[src/rtl/sdram_load_arbiter.sv]
// Arbitrates SDRAM port A between the ROM loader (FIFO-buffered, one byte per NES
// phase period) and the NES CPU, and sequences the download-to-run handover.
module sdram_load_arbiter #(
    parameter int unsigned ADDR_W     = 22,
    parameter int unsigned FIFO_DEPTH = 4,
    parameter int unsigned RESET_HOLD = 255
) (
    input  logic              clk,
    input  logic              resetn,
    input  logic [1:0]        nes_ce,
    input  logic              ld_wr,
    input  logic [ADDR_W-1:0] ld_addr,
    input  logic [7:0]        ld_data,
    input  logic              ld_done,
    input  logic [ADDR_W-1:0] cpu_addr,
    input  logic              cpu_we,
    input  logic              cpu_oe,
    input  logic [7:0]        cpu_dout,
    output logic [ADDR_W-1:0] mem_addr,
    output logic              mem_we,
    output logic              mem_oe,
    output logic [7:0]        mem_din,
    output logic              ld_full,
    output logic              ld_overflow,
    output logic              busy,
    output logic              nes_reset
);

    localparam int unsigned PTR_W  = (FIFO_DEPTH > 1) ? $clog2(FIFO_DEPTH) : 1;
    localparam int unsigned CNT_W  = $clog2(FIFO_DEPTH + 1);
    localparam int unsigned HOLD_W = (RESET_HOLD > 1) ? $clog2(RESET_HOLD + 1) : 1;
    localparam logic [CNT_W-1:0]  DEPTH_C = CNT_W'(FIFO_DEPTH);
    localparam logic [HOLD_W-1:0] HOLD_C  = HOLD_W'(RESET_HOLD);

    typedef enum logic {
        ST_LOAD = 1'b0,
        ST_RUN  = 1'b1
    } state_t;

    state_t            r_state;
    logic [ADDR_W-1:0] r_fifo_addr [FIFO_DEPTH];
    logic [7:0]        r_fifo_data [FIFO_DEPTH];
    logic [PTR_W-1:0]  r_wr_ptr;
    logic [PTR_W-1:0]  r_rd_ptr;
    logic [CNT_W-1:0]  r_count;
    logic [HOLD_W-1:0] r_hold;
    logic              r_overflow;
    logic              r_mem_we;
    logic [ADDR_W-1:0] r_mem_addr;
    logic [7:0]        r_mem_din;

    logic w_phase3;
    logic w_full;
    logic w_pop;
    logic w_push;
    logic w_drop;

    // A full FIFO still accepts a push when a pop frees the slot on the same edge.
    assign w_phase3 = (nes_ce == 2'd3);
    assign w_full   = (r_count == DEPTH_C);
    assign w_pop    = (r_state == ST_LOAD) && w_phase3 && (r_count != CNT_W'(0));
    assign w_push   = ld_wr && (!w_full || w_pop);
    assign w_drop   = ld_wr && w_full && !w_pop;

    // FIFO storage needs no reset; pointers and count define validity.
    always_ff @(posedge clk) begin
        if (w_push) begin
            r_fifo_addr[r_wr_ptr] <= ld_addr;
            r_fifo_data[r_wr_ptr] <= ld_data;
        end
    end

    always_ff @(posedge clk) begin
        if (!resetn) begin
            r_state    <= ST_LOAD;
            r_wr_ptr   <= PTR_W'(0);
            r_rd_ptr   <= PTR_W'(0);
            r_count    <= CNT_W'(0);
            r_hold     <= HOLD_C;
            r_overflow <= 1'b0;
            r_mem_we   <= 1'b0;
            r_mem_addr <= ADDR_W'(0);
            r_mem_din  <= 8'd0;
        end else begin
            if (w_push) r_wr_ptr <= r_wr_ptr + PTR_W'(1);
            if (w_pop)  r_rd_ptr <= r_rd_ptr + PTR_W'(1);
            if (w_push && !w_pop)      r_count <= r_count + CNT_W'(1);
            else if (w_pop && !w_push) r_count <= r_count - CNT_W'(1);
            if (w_drop) r_overflow <= 1'b1;

            // Each pop opens a 4-clock write slot aligned to phases 0..3.
            if (w_pop) begin
                r_mem_we   <= 1'b1;
                r_mem_addr <= r_fifo_addr[r_rd_ptr];
                r_mem_din  <= r_fifo_data[r_rd_ptr];
            end else if (w_phase3) begin
                r_mem_we   <= 1'b0;
            end

            case (r_state)
                ST_LOAD: begin
                    r_hold <= HOLD_C;
                    if (w_phase3 && ld_done && (r_count == CNT_W'(0))) r_state <= ST_RUN;
                end
                ST_RUN: begin
                    if (r_hold != HOLD_W'(0)) r_hold <= r_hold - HOLD_W'(1);
                    if (w_phase3 && (!ld_done || (r_count != CNT_W'(0)))) r_state <= ST_LOAD;
                end
                default: r_state <= ST_LOAD;
            endcase
        end
    end

    assign mem_addr    = (r_state == ST_RUN) ? cpu_addr : r_mem_addr;
    assign mem_we      = (r_state == ST_RUN) ? cpu_we   : r_mem_we;
    assign mem_oe      = (r_state == ST_RUN) ? cpu_oe   : 1'b0;
    assign mem_din     = (r_state == ST_RUN) ? cpu_dout : r_mem_din;
    assign ld_full     = w_full;
    assign ld_overflow = r_overflow;
    assign busy        = (r_state == ST_LOAD);
    assign nes_reset   = (r_state == ST_LOAD) || (r_hold != HOLD_W'(0));

endmodule

[config.mk]
export PLATFORM = sky130hd
export DESIGN_NAME = sdram_load_arbiter
export DESIGN_NICKNAME = d
export VERILOG_FILES = /design/src/rtl/sdram_load_arbiter.sv
export SDC_FILE = /design/constraint.sdc
export NUM_CORES = 1
export LEC_CHECK = 0
export ABC_AREA = 1
export CAP_MARGIN = 20
export CELL_PAD_IN_SITES_DETAIL_PLACEMENT = 0
export CELL_PAD_IN_SITES_GLOBAL_PLACEMENT = 2
export CORE_AREA = 5 5 161 163
export CTS_CLUSTER_DIAMETER = 200
export DETAILED_ROUTE_END_ITERATION = 10
export DIE_AREA = 0 0 166 168
export PLACE_DENSITY = 0.8
export SLEW_MARGIN = 30
export SYNTH_ARGS = -nofsm -noshare
export SYNTH_HDL_FRONTEND = slang
export SYNTH_SLANG_ARGS = --single-unit
[constraint.sdc]
create_clock -name clk -period 2.8 [get_ports clk]
set_clock_uncertainty 0.2 [all_clocks]
set_input_delay 0.42 -clock clk [delete_from_list [all_inputs] [get_ports clk]]
set_output_delay 0.42 -clock clk [all_outputs]
set_load 0.01 [all_outputs]
==> impl_metrics.csv <==
group,metric,value,unit
finish,antenna_cells,0,
logic_synthesis,yosysSeqAreaShare,63.8,%
drt,routed_wl,17000,µm
placement,dp_hpwl,11100,µm
sta,rsz0062_at_grt,"false",
logic_synthesis,syn-cell-area,7160,µm²
placement,placedCellCount,1135,
sta,period_minus_slack,2.58,ns
cts,cts.sinks,168,
floorplan,die_h,168,µm
grt,grt_pass1_wl,27100,µm
critical_path,crit_path_start,"r_state$_SDFF_PN0_",
cts,root_buffer,"clkbuf_16",
floorplan,row_count,57,
logic_synthesis,synth_top_family_by_area,"simple AND/OR/NAND/NOR gates",
logic_synthesis,syn_inst,723,
finish,mostFrequentLayoutCells,"nor2_1 (196), nand2_1 (148), edfxtp_1 (120), clkdlybuf4s50_1 (102), o21ai_1 (63)",
grt,track_usage,12.2,%
drt,post_drt_wl_per_cell,14.6,µm
critical_path,r2r-start,"r_state$_SDFF_PN0_",
cts,cts_made_buffers,17,
critical_path,startpoint_type,"flop",
critical_path,worstSetupEndpointType,"output pin",
sta,clock.fmax,387,MHz
finish,utilization,38.0,%
finish,finish.net_count,906,
logic_synthesis,synth_top_area_cell,"edfxtp_1",
critical_path,arrival,1.96,ns
placement,numPortBuffers,103,
pwr,p_leak,0.00351,µW
drt,drc,0,
drt,viasPerCell,4.31,
drt,num_vias,5029,
min_path,min_from,"resetn",
critical_path,timing.critical_path.cells,"inv_2 -> buf_4 -> nand2_1 -> nand2_1 -> clkdlybuf4s50_1",
sta,tightest_slew,0.698,ns
finish,finalNonFillerCells,1167,
logic_synthesis,syn_area_per_cell,9.90,µm²
floorplan,die_area,27900,µm²
pwr,ir_worst_vdd,0.000462,V
floorplan,core-area,24200,µm²
critical_path,slowest_delay,0.52,ns
logic_synthesis,synth_compound_area_share,9.35,%
critical_path,crit_buf_inv,3,
sta,max_slew_margin,53.4,%
cts,h-tree-depth,4,
critical_path,critPathTopFamily,"buffers and inverters",
critical_path,crit_type,"reg2out",
drt,firstDrtPassIters,4,
grt,overflow,0,
floorplan,io_pins,104,
pwr,p_per_area,776,nW/µm²
drt,first_iter_violations,255,
sta,setup_viol,0,
cts,clk_latency,0.42,ns
critical_path,cp_max_fo,14,
min_path,min_path_type,"in2reg",
critical_path,cpMaxStageDelayCell,"clkdlybuf4s50_1",
sta,hold_viol,0,
outcome,status,"completed",
floorplan,start_util,29.6,%
logic_synthesis,postSynth.asyncResetShare,0,%
cts,clk_pin_slew_worst_paths,0.08,ns
logic_synthesis,synthMuxAreaShare,0,%
logic_synthesis,synthSimpleGateAreaFrac,20.2,%
logic_synthesis,synth_fa_ha_area_share,1.50,%
critical_path,crit_top_cell,"nand2_1",
grt,antenna_found_initial,0,
cts,cts_resized,0,
grt,grt_max_degree,62,
sta,fin_setup_tns,0,ns
sta,drv_slew,0,
critical_path,crit_required,2.18,ns
finish,final_common_cell,"nor2_1",
drt,antenna_left,0,
logic_synthesis,synth_top_area_share,50.3,%
cts,post_cts_buffers,0,
finish,drive_gt1_share,12.5,%
logic_synthesis,ys_types,29,
logic_synthesis,synth_xor_area_share,0.122,%
logic_synthesis,ys_seq_elements,168,
cts,cts_tree,"yes",
logic_synthesis,synth_nets,799,
logic_synthesis,yosysWarnings,0,
logic_synthesis,synth_edf_count,120,
finish,syn2layout_area_growth,28.3,%
cts,hold_buffers,0,
cts,clockBufferDepth,2,
logic_synthesis,netlist_top_cells_area,"edfxtp_1 (50%), dfxtp_1 (13%), nor2_1 (10%)",
run,cap_violations,0,
grt,grt_pass1_vias,5015,
sta,timing.final.crit_share,92.3,%
placement,gp_congestion,0.743,
floorplan,dieWidth,166,µm
logic_synthesis,synth_top_flop_cell,"edfxtp_1",
finish,fillers,2366,
## cell usage after synthesis (6+ instances only)
master / n
o21ai_1: 63
clkbuf_1: 6
edfxtp_1: 120
buf_2: 21
dfxtp_1: 48
o21ai_0: 6
ha_1: 7
nand3_1: 11
inv_1: 25
o21ai_2: 30
buf_4: 6
nand2_1: 148
a21oi_1: 8
nor2_1: 200
## power by group
group	total [µW]	switching (µW)	internal (µW)
combinational	1720	986	730
sequential	3130	144	2990
clock	2280	1080	1190
## cells by family (layout without fill, tap and decap cells)
logic type / count (synthesis) / in the layout
buffers and inverters: 67 / 187
and+or+nand+nor: 369 / 369
xor gates and xnor gates: 1 / 1
DFF: 168 / 168
AOI/OAI and AO/OA: 110 / 110
adders and majority gates: 8 / 8
## worst paths after layout
| path | to | slack, ns | cells past startpoint |
|---|---|---|---|
| worst max-delay path | mem_we | 0.22 | 5 |
| worst min-delay path | r_hold[4]$_SDFFE_PN1P_ | 0.19 | 2 |
| worst max register to register | r_count[2]$_SDFFE_PN0P_ | 0.53 | 12 |
| worst min register to register | r_mem_we$_SDFFE_PN0P_ | 0.28 | 2 |
## layout make-up
class,instances,area [µm²],share of cell area (%)
clock inverter,15,151,1.65
tap,324,405,4.41
timing repair buffer,125,1250,13.7
clock buffer,17,425,4.63
sequential,168,4570,49.7
multi-input combinational,488,2260,24.6
inverter,30,118,1.28
## stage by stage
stage                     setup WS (ns)  area, µm²  total power [µW]  hold WS (ns)
final                             0.217       9180              7130         0.188
after global routing             0.0732       9180              7530         0.205
after CTS                         0.155       9180              7210         0.172
after detailed placement         0.0992       8610              4940         0.275
after global placement            0.131       8610              4930         0.266
after floorplan                -0.00749       7160              4250         0.245
## flip-flops by register name, indices dropped and copies added (netlist names)
signal       flops
ld_overflow      1
r_count          3
r_fifo_addr     88
r_fifo_data     32
r_hold           8
r_mem_addr      22
r_mem_din        8
r_mem_we         1
r_rd_ptr         2
r_state          1
r_wr_ptr         2
## routing by layer
layer | GRT usage, % | routed length, µm | vias to the layer above
met3 | 3.52 | 730 | 6
met2 | 20.5 | 8120 | 95
met5 | 0 | 0 | -
li1 | - | - | 2604
met1 | 15.7 | 8040 | 2324
met4 | 3.05 | 93 | 0
Power figures use the tool's default switching activity.
